===== config.mk =====
export PLATFORM = sky130hd
export DESIGN_NAME = pipe_hazard_ctrl_flat
export DESIGN_NICKNAME = d
export VERILOG_FILES = /design/src/rtl/pipe_hazard_ctrl_if.sv /design/src/rtl/pipe_hazard_ctrl.sv /design/src/flat_wrapper.sv
export SDC_FILE = /design/constraint.sdc
export NUM_CORES = 1
export LEC_CHECK = 0
export ABC_CLOCK_PERIOD_IN_PS = 3600
export CAP_MARGIN = 20
export CORE_MARGIN = 2
export CORE_UTILIZATION = 27
export DETAILED_ROUTE_END_ITERATION = 10
export PLACE_DENSITY = 0.68
export SLEW_MARGIN = 40
export SYNTH_ARGS = -nofsm -noshare
export SYNTH_HDL_FRONTEND = slang
export SYNTH_SLANG_ARGS = --single-unit
export TNS_END_PERCENT = 10

===== constraint.sdc =====
create_clock -name i_clk -period 3.6 [get_ports i_clk]
set_input_delay 0.54 -clock i_clk [delete_from_list [all_inputs] [get_ports i_clk]]
set_output_delay 0.54 -clock i_clk [all_outputs]
set_load 0.03 [all_outputs]

===== src/rtl/pipe_hazard_ctrl_if.sv =====
// Hazard-control bundle between the 5-stage pipeline datapath (master) and
// the hazard sequencer (slave). Clock and reset travel as plain ports.
interface pipe_hazard_ctrl_if #(
  parameter int CNT_W = 16
);
  logic [4:0]       i_rs1D;
  logic [4:0]       i_rs2D;
  logic [4:0]       i_rs1E;
  logic [4:0]       i_rs2E;
  logic [4:0]       i_rdE;
  logic [4:0]       i_rdM;
  logic [4:0]       i_rdW;
  logic             i_reg_writeM;
  logic             i_reg_writeW;
  logic [1:0]       i_result_srcE;
  logic             i_pc_srcE;
  // Memory handshake: i_mem_reqM acts as valid and i_mem_ack as ready. The
  // M-stage access completes in the cycle both are high; req without ack holds the pipe.
  logic             i_mem_reqM;
  logic             i_mem_ack;

  logic             o_stallF;
  logic             o_stallD;
  logic             o_stallE;
  logic             o_stallM;
  logic             o_flushD;
  logic             o_flushE;
  logic             o_flushW;
  logic [1:0]       o_fwdAE;
  logic [1:0]       o_fwdBE;
  logic [1:0]       o_state;
  logic             o_mem_err;
  logic [CNT_W-1:0] o_stall_cnt;

  modport master (
    output i_rs1D, i_rs2D, i_rs1E, i_rs2E, i_rdE, i_rdM, i_rdW,
    output i_reg_writeM, i_reg_writeW, i_result_srcE, i_pc_srcE,
    output i_mem_reqM, i_mem_ack,
    input  o_stallF, o_stallD, o_stallE, o_stallM,
    input  o_flushD, o_flushE, o_flushW, o_fwdAE, o_fwdBE,
    input  o_state, o_mem_err, o_stall_cnt
  );

  modport slave (
    input  i_rs1D, i_rs2D, i_rs1E, i_rs2E, i_rdE, i_rdM, i_rdW,
    input  i_reg_writeM, i_reg_writeW, i_result_srcE, i_pc_srcE,
    input  i_mem_reqM, i_mem_ack,
    output o_stallF, o_stallD, o_stallE, o_stallM,
    output o_flushD, o_flushE, o_flushW, o_fwdAE, o_fwdBE,
    output o_state, o_mem_err, o_stall_cnt
  );
endinterface


===== src/rtl/pipe_hazard_ctrl.sv =====
// Hazard and stall sequencer for the 5-stage RV32I pipeline: forwarding,
// load-use bubbles, branch flushes and a memory-wait FSM with timeout.
module pipe_hazard_ctrl #(
  parameter int MAX_WAIT = 15,
  parameter int CNT_W    = 16
) (
  input  logic              i_clk,
  input  logic              i_rst,
  pipe_hazard_ctrl_if.slave hz
);
  localparam int WW = (MAX_WAIT < 1) ? 1 : $clog2(MAX_WAIT + 1);

  typedef enum logic [1:0] {
    ST_RUN  = 2'b00,
    ST_WAIT = 2'b01,
    ST_ERR  = 2'b10
  } state_e;

  state_e           state_q, state_d;
  logic [WW-1:0]    wait_cnt_q, wait_cnt_d;
  logic             mem_err_q, mem_err_d;
  logic [CNT_W-1:0] stall_cnt_q, stall_cnt_d;

  logic mem_stall;
  logic lw_stall;
  logic stall_f, stall_d, stall_e, stall_m;
  logic flush_d, flush_e, flush_w;
  logic [1:0] fwd_a, fwd_b;

  function automatic logic [1:0] fwd_sel(input logic [4:0] rs,
                                         input logic       wr_m,
                                         input logic [4:0] rd_m,
                                         input logic       wr_w,
                                         input logic [4:0] rd_w);
    logic [1:0] sel;
    sel = 2'b00;
    if (wr_m && (rd_m != 5'd0) && (rd_m == rs))      sel = 2'b10;
    else if (wr_w && (rd_w != 5'd0) && (rd_w == rs)) sel = 2'b01;
    return sel;
  endfunction

  always_comb begin
    fwd_a = fwd_sel(hz.i_rs1E, hz.i_reg_writeM, hz.i_rdM, hz.i_reg_writeW, hz.i_rdW);
    fwd_b = fwd_sel(hz.i_rs2E, hz.i_reg_writeM, hz.i_rdM, hz.i_reg_writeW, hz.i_rdW);
  end

  assign mem_stall = hz.i_mem_reqM & ~hz.i_mem_ack;
  assign lw_stall  = (hz.i_result_srcE == 2'b01) && (hz.i_rdE != 5'd0) &&
                     ((hz.i_rdE == hz.i_rs1D) || (hz.i_rdE == hz.i_rs2D));

  // Priority: ERR / memory hold > taken branch > load-use bubble.
  always_comb begin
    stall_f = 1'b0;
    stall_d = 1'b0;
    stall_e = 1'b0;
    stall_m = 1'b0;
    flush_d = 1'b0;
    flush_e = 1'b0;
    flush_w = 1'b0;
    if (i_rst) begin
      stall_f = 1'b0;
    end else if ((state_q == ST_ERR) || mem_stall) begin
      stall_f = 1'b1;
      stall_d = 1'b1;
      stall_e = 1'b1;
      stall_m = 1'b1;
      flush_w = 1'b1;
    end else if (hz.i_pc_srcE) begin
      flush_d = 1'b1;
      flush_e = 1'b1;
    end else if (lw_stall) begin
      stall_f = 1'b1;
      stall_d = 1'b1;
      flush_e = 1'b1;
    end
  end

  always_comb begin
    state_d    = state_q;
    wait_cnt_d = wait_cnt_q;
    mem_err_d  = mem_err_q;
    case (state_q)
      ST_RUN: begin
        if (mem_stall) begin
          state_d    = ST_WAIT;
          wait_cnt_d = WW'(1);
        end
      end
      ST_WAIT: begin
        if (!mem_stall) begin
          state_d    = ST_RUN;
          wait_cnt_d = '0;
        end else if (wait_cnt_q == WW'(MAX_WAIT)) begin
          state_d   = ST_ERR;
          mem_err_d = 1'b1;
        end else begin
          wait_cnt_d = wait_cnt_q + WW'(1);
        end
      end
      ST_ERR:  state_d = ST_ERR;
      default: state_d = ST_RUN;
    endcase
  end

  always_comb begin
    stall_cnt_d = stall_cnt_q;
    if (stall_f && (stall_cnt_q != {CNT_W{1'b1}}))
      stall_cnt_d = stall_cnt_q + CNT_W'(1);
  end

  always_ff @(posedge i_clk or posedge i_rst) begin
    if (i_rst) begin
      state_q     <= ST_RUN;
      wait_cnt_q  <= '0;
      mem_err_q   <= 1'b0;
      stall_cnt_q <= '0;
    end else begin
      state_q     <= state_d;
      wait_cnt_q  <= wait_cnt_d;
      mem_err_q   <= mem_err_d;
      stall_cnt_q <= stall_cnt_d;
    end
  end

  assign hz.o_stallF    = stall_f;
  assign hz.o_stallD    = stall_d;
  assign hz.o_stallE    = stall_e;
  assign hz.o_stallM    = stall_m;
  assign hz.o_flushD    = flush_d;
  assign hz.o_flushE    = flush_e;
  assign hz.o_flushW    = flush_w;
  assign hz.o_fwdAE     = fwd_a;
  assign hz.o_fwdBE     = fwd_b;
  assign hz.o_state     = state_q;
  assign hz.o_mem_err   = mem_err_q;
  assign hz.o_stall_cnt = stall_cnt_q;
endmodule


===== src/flat_wrapper.sv =====
// flat-port wrapper written by rule: the top's interface ports become plain ports
module pipe_hazard_ctrl_flat 
#(
  parameter int MAX_WAIT = 15,
  parameter int CNT_W    = 16
)
  (i_clk, i_rst, hz_i_rs1D, hz_i_rs2D, hz_i_rs1E, hz_i_rs2E, hz_i_rdE, hz_i_rdM, hz_i_rdW, hz_i_reg_writeM, hz_i_reg_writeW, hz_i_result_srcE, hz_i_pc_srcE, hz_i_mem_reqM, hz_i_mem_ack, hz_o_stallF, hz_o_stallD, hz_o_stallE, hz_o_stallM, hz_o_flushD, hz_o_flushE, hz_o_flushW, hz_o_fwdAE, hz_o_fwdBE, hz_o_state, hz_o_mem_err, hz_o_stall_cnt);
  pipe_hazard_ctrl_if #(.CNT_W(CNT_W)) hz_i ();
  input  logic i_clk;
  input  logic i_rst;
  input wire logic [$bits(hz_i.i_rs1D)-1:0] hz_i_rs1D;
  input wire logic [$bits(hz_i.i_rs2D)-1:0] hz_i_rs2D;
  input wire logic [$bits(hz_i.i_rs1E)-1:0] hz_i_rs1E;
  input wire logic [$bits(hz_i.i_rs2E)-1:0] hz_i_rs2E;
  input wire logic [$bits(hz_i.i_rdE)-1:0] hz_i_rdE;
  input wire logic [$bits(hz_i.i_rdM)-1:0] hz_i_rdM;
  input wire logic [$bits(hz_i.i_rdW)-1:0] hz_i_rdW;
  input wire logic [$bits(hz_i.i_reg_writeM)-1:0] hz_i_reg_writeM;
  input wire logic [$bits(hz_i.i_reg_writeW)-1:0] hz_i_reg_writeW;
  input wire logic [$bits(hz_i.i_result_srcE)-1:0] hz_i_result_srcE;
  input wire logic [$bits(hz_i.i_pc_srcE)-1:0] hz_i_pc_srcE;
  input wire logic [$bits(hz_i.i_mem_reqM)-1:0] hz_i_mem_reqM;
  input wire logic [$bits(hz_i.i_mem_ack)-1:0] hz_i_mem_ack;
  output wire logic [$bits(hz_i.o_stallF)-1:0] hz_o_stallF;
  output wire logic [$bits(hz_i.o_stallD)-1:0] hz_o_stallD;
  output wire logic [$bits(hz_i.o_stallE)-1:0] hz_o_stallE;
  output wire logic [$bits(hz_i.o_stallM)-1:0] hz_o_stallM;
  output wire logic [$bits(hz_i.o_flushD)-1:0] hz_o_flushD;
  output wire logic [$bits(hz_i.o_flushE)-1:0] hz_o_flushE;
  output wire logic [$bits(hz_i.o_flushW)-1:0] hz_o_flushW;
  output wire logic [$bits(hz_i.o_fwdAE)-1:0] hz_o_fwdAE;
  output wire logic [$bits(hz_i.o_fwdBE)-1:0] hz_o_fwdBE;
  output wire logic [$bits(hz_i.o_state)-1:0] hz_o_state;
  output wire logic [$bits(hz_i.o_mem_err)-1:0] hz_o_mem_err;
  output wire logic [$bits(hz_i.o_stall_cnt)-1:0] hz_o_stall_cnt;
  assign hz_i.i_rs1D = hz_i_rs1D;
  assign hz_i.i_rs2D = hz_i_rs2D;
  assign hz_i.i_rs1E = hz_i_rs1E;
  assign hz_i.i_rs2E = hz_i_rs2E;
  assign hz_i.i_rdE = hz_i_rdE;
  assign hz_i.i_rdM = hz_i_rdM;
  assign hz_i.i_rdW = hz_i_rdW;
  assign hz_i.i_reg_writeM = hz_i_reg_writeM;
  assign hz_i.i_reg_writeW = hz_i_reg_writeW;
  assign hz_i.i_result_srcE = hz_i_result_srcE;
  assign hz_i.i_pc_srcE = hz_i_pc_srcE;
  assign hz_i.i_mem_reqM = hz_i_mem_reqM;
  assign hz_i.i_mem_ack = hz_i_mem_ack;
  assign hz_o_stallF = hz_i.o_stallF;
  assign hz_o_stallD = hz_i.o_stallD;
  assign hz_o_stallE = hz_i.o_stallE;
  assign hz_o_stallM = hz_i.o_stallM;
  assign hz_o_flushD = hz_i.o_flushD;
  assign hz_o_flushE = hz_i.o_flushE;
  assign hz_o_flushW = hz_i.o_flushW;
  assign hz_o_fwdAE = hz_i.o_fwdAE;
  assign hz_o_fwdBE = hz_i.o_fwdBE;
  assign hz_o_state = hz_i.o_state;
  assign hz_o_mem_err = hz_i.o_mem_err;
  assign hz_o_stall_cnt = hz_i.o_stall_cnt;
  pipe_hazard_ctrl #(.MAX_WAIT(MAX_WAIT), .CNT_W(CNT_W)) u_core (.i_clk(i_clk), .i_rst(i_rst), .hz(hz_i));
endmodule

==> metrics, run 1 <==
Psw=0.2993 mW; f_max=0.2899 GHz; synthesized cell area=1677 um^2; DR pass1 iterations=4; Net Sw Frac=0.3587; Area Growth Syn to Fin=48.21%; Worst R2R End=u_core.hz.o_stall_cnt[1]; simple-gate share of the synthesized area=0.2642; combinational share of power=0.389; post-CTS sizing=0; worst-case vdd ir drop=0.1953 mV; Multi-input gate area=1001 um^2; fill cell count=592; Worst EP arrival=2910 ps; critical path fanouts, max=3; Least-Margin Pin Slew=765.6 ps; RR Startpoint=u_core.hz.o_stall_cnt[0]; vias per cell=4.828; net count after synthesis=216; worst relative slew slack=0.4896; Cell Rows=28; global-route wire length before repair=6465 um; PwrDens=335.8 nW/um^2; Buffers on Ports=73; Startpoint Class=primary input; Seq/Total Area, Yosys=0.3433; critical path endpoint category=primary output; # setup viols final=0; Metal-1 WL=1742 um; synthesized flop and latch total=23; crit share post-route=0.9582; Final nets=286; GRT Resource Usage Total=0.1114; post-synth cell types=40; met3 WL=276 um; internal power component=0.5350 mW; drt wl/cell=12.90 um; Antenna Cells=0; worst skew pair latency=270 ps; clock share of power=0.195; Syn Inst Count=170; share of cells above drive strength 1=0.05858; Final Slew Violations=0; Hold Slack=468.0 ps; Top Ports=74; Syn. warnings=0; total CTS buffers=3; GP Congestion=0.8024; R2R cell count=7; CP required=3060 ps; RSZ-0062 raised after global routing=no; largest family of logic cells by synthesized area=simple AND/OR/NAND/NOR gates; CTS H-tree lvls=1; Core Region=5956 um^2; Final ANT Viol Nets=0; Hold Crit Class=register to register; initial antenna violation count=0; Post-Synth Adder-Cell Area=0.01493; most frequent cells in the layout=73 x clkdlybuf4s50_1, 38 x xor2_1, 23 x dfrtp_1; mux cell area share after synthesis=0.01269; largest net degree at the start of global routing=24; metal2 WL=1991 um; final hold vios=0; Avg Inst Size Synth=9.862 um^2; Max Cap Viol=0; DP HPWL=3329 um; Compound-Gate Fraction of Synth Area=0.07537; post-layout minimum cycle time=3450 ps; critical path class=primary input to primary output; vias in the first global route=1450; largest buffer count on any clock path=2; DR iter-0 viols=44; XOR/XNOR Fraction of Synth Area=0.2299; die area=6856 um^2; # Post-CTS Setup Buffers=0; global route overflow=0; Reg area=575.6 um^2; Hold-fix buffers, CTS=0; Max Used Layer=met4; root buf cell=clkbuf_8; Worst Setup SP=hz_i_rdM[1]; CP Capture Point=hz_o_fwdAE[0]; via count=1516; TritonCTS clock tree=yes; R2R Setup Slk=1130 ps; die height=82.80 um; die width=82.80 um; commonest non-fill, non-tap cell in the layout=clkdlybuf4s50_1; clock sink count=23; DR DRC count=0; status=complete, no violations; P_leak=1.010 nW; total wire length=4051 um; sequential share of power=0.416; Initial Util=0.2815; Clock Skew=9.143 ps; Setup TNS=0 ps; clock-pin slew on the worst setup and hold paths=80 ps
## worst min path at each step
stage	slack [ps]	to	cells after the start	from
finish	470	u_core.hz.o_mem_err	1	u_core.hz.o_mem_err
global route	490	u_core.hz.o_mem_err	1	u_core.hz.o_mem_err
CTS	480	u_core.hz.o_mem_err	1	u_core.hz.o_mem_err
detailed placement	460	u_core.hz.o_mem_err	1	u_core.hz.o_mem_err
global placement	450	u_core.hz.o_mem_err	1	u_core.hz.o_mem_err
floorplan	490	u_core.wait_cnt_q[1]	2	u_core.wait_cnt_q[1]
## state kept, by name, indices dropped and copies added (netlist names)
signal	cells
u_core.wait_cnt_q	4
u_core.hz.o_mem_err	1
u_core.hz.o_state	2
u_core.hz.o_stall_cnt	16
## synthesized netlist by cell type (all sizes together)
cell | number | share of area
o21ai | 7 | 0.021
ha | 2 | 0.015
nand2b | 3 | 0.011
o41ai | 2 | 0.010
nor2 | 5 | 0.011
o21a | 1 | 0.0045
nand3 | 6 | 0.018
inv | 6 | 0.013
buf | 8 | 0.042
nor2b | 1 | 0.0037
mux2 | 1 | 0.0067
and2 | 1 | 0.0037
nor4 | 8 | 0.057
o41a | 1 | 0.0067
nor3b | 2 | 0.012
a22oi | 1 | 0.0045
nand2 | 9 | 0.020
a21oi | 5 | 0.015
nand4 | 2 | 0.0075
xor2 | 38 | 0.20
a21o | 2 | 0.0090
mux2i | 1 | 0.0060
and4 | 3 | 0.017
clkbuf | 2 | 0.0045
dfrtp | 23 | 0.34
or4 | 5 | 0.022
xnor2 | 6 | 0.031
and3 | 5 | 0.022
nor4b | 6 | 0.035
nor3 | 7 | 0.024
o31ai | 1 | 0.0045
## stage by stage
stage / std cells / utilization / instance area, um^2 / worst slack [ps] / power, mW
2_1_floorplan: 170 / - / 1677 / 582.8 / 0.5143
3_3_place_gp: 310 / 0.4095 / 2439 / 204.0 / 0.6729
5_1_grt: 314 / 0.4172 / 2485 / 23.27 / 0.8767
6_report: 314 / 0.4172 / 2485 / 150.4 / 0.8343
3_5_place_dp: 310 / 0.4095 / 2439 / 135.8 / 0.6796
4_1_cts: 314 / 0.4172 / 2485 / 117.2 / 0.8452
## power by group through the flow
stage                     clock [mW]  combinational, mW  sequential, mW
after detailed placement           0              0.328           0.352
after floorplan                    0              0.106           0.408
after CTS                      0.169              0.329           0.347
final                          0.163              0.325           0.347
after global routing           0.177              0.346           0.354
after global placement             0              0.322           0.351
## final cells by class
type | count | area share
clock buffer | 3 | 0.01662
clock inverter | 1 | 0.002014
inverter | 6 | 0.009063
multi-input combinational | 131 | 0.4028
sequential | 23 | 0.2316
tap | 75 | 0.03776
timing repair buffer | 75 | 0.3001
## critical path, stage by stage
cell	delay [ps]
clkdlybuf4s50_1	470
or4_1	530
o21ai_0	240
nor4_1	120
nor4_1	290
clkdlybuf4s50_1	720
## routing by layer
layer / GRT usage / up-vias
met5: 0 / -
met4: 0.03130 / 0
met3: 0.02386 / 4
met2: 0.2023 / 62
met1: 0.1314 / 714
li1: - / 736
## cell families after synthesis
kind of cell / after synthesis
and+or+nand+nor: 63
adders and majority gates: 2
muxes: 2
DFF: 23
buffers and inverters: 16
AOI/OAI and AO/OA: 20
xor gates and xnor gates: 44
No activity file was read; power rests on OpenSTA's default activity.
==> run 2: changes to the inputs <==
--- a/config.mk
+++ b/config.mk
@@ -11,7 +11,7 @@
 export CORE_UTILIZATION = 27
 export DETAILED_ROUTE_END_ITERATION = 10
 export PLACE_DENSITY = 0.68
-export SLEW_MARGIN = 40
+export SLEW_MARGIN = 20
 export SYNTH_ARGS = -nofsm -noshare
 export SYNTH_HDL_FRONTEND = slang
 export SYNTH_SLANG_ARGS = --single-unit
==> results of run 2 <==
Final layout, timing and power as in run 1 (identical DEF).
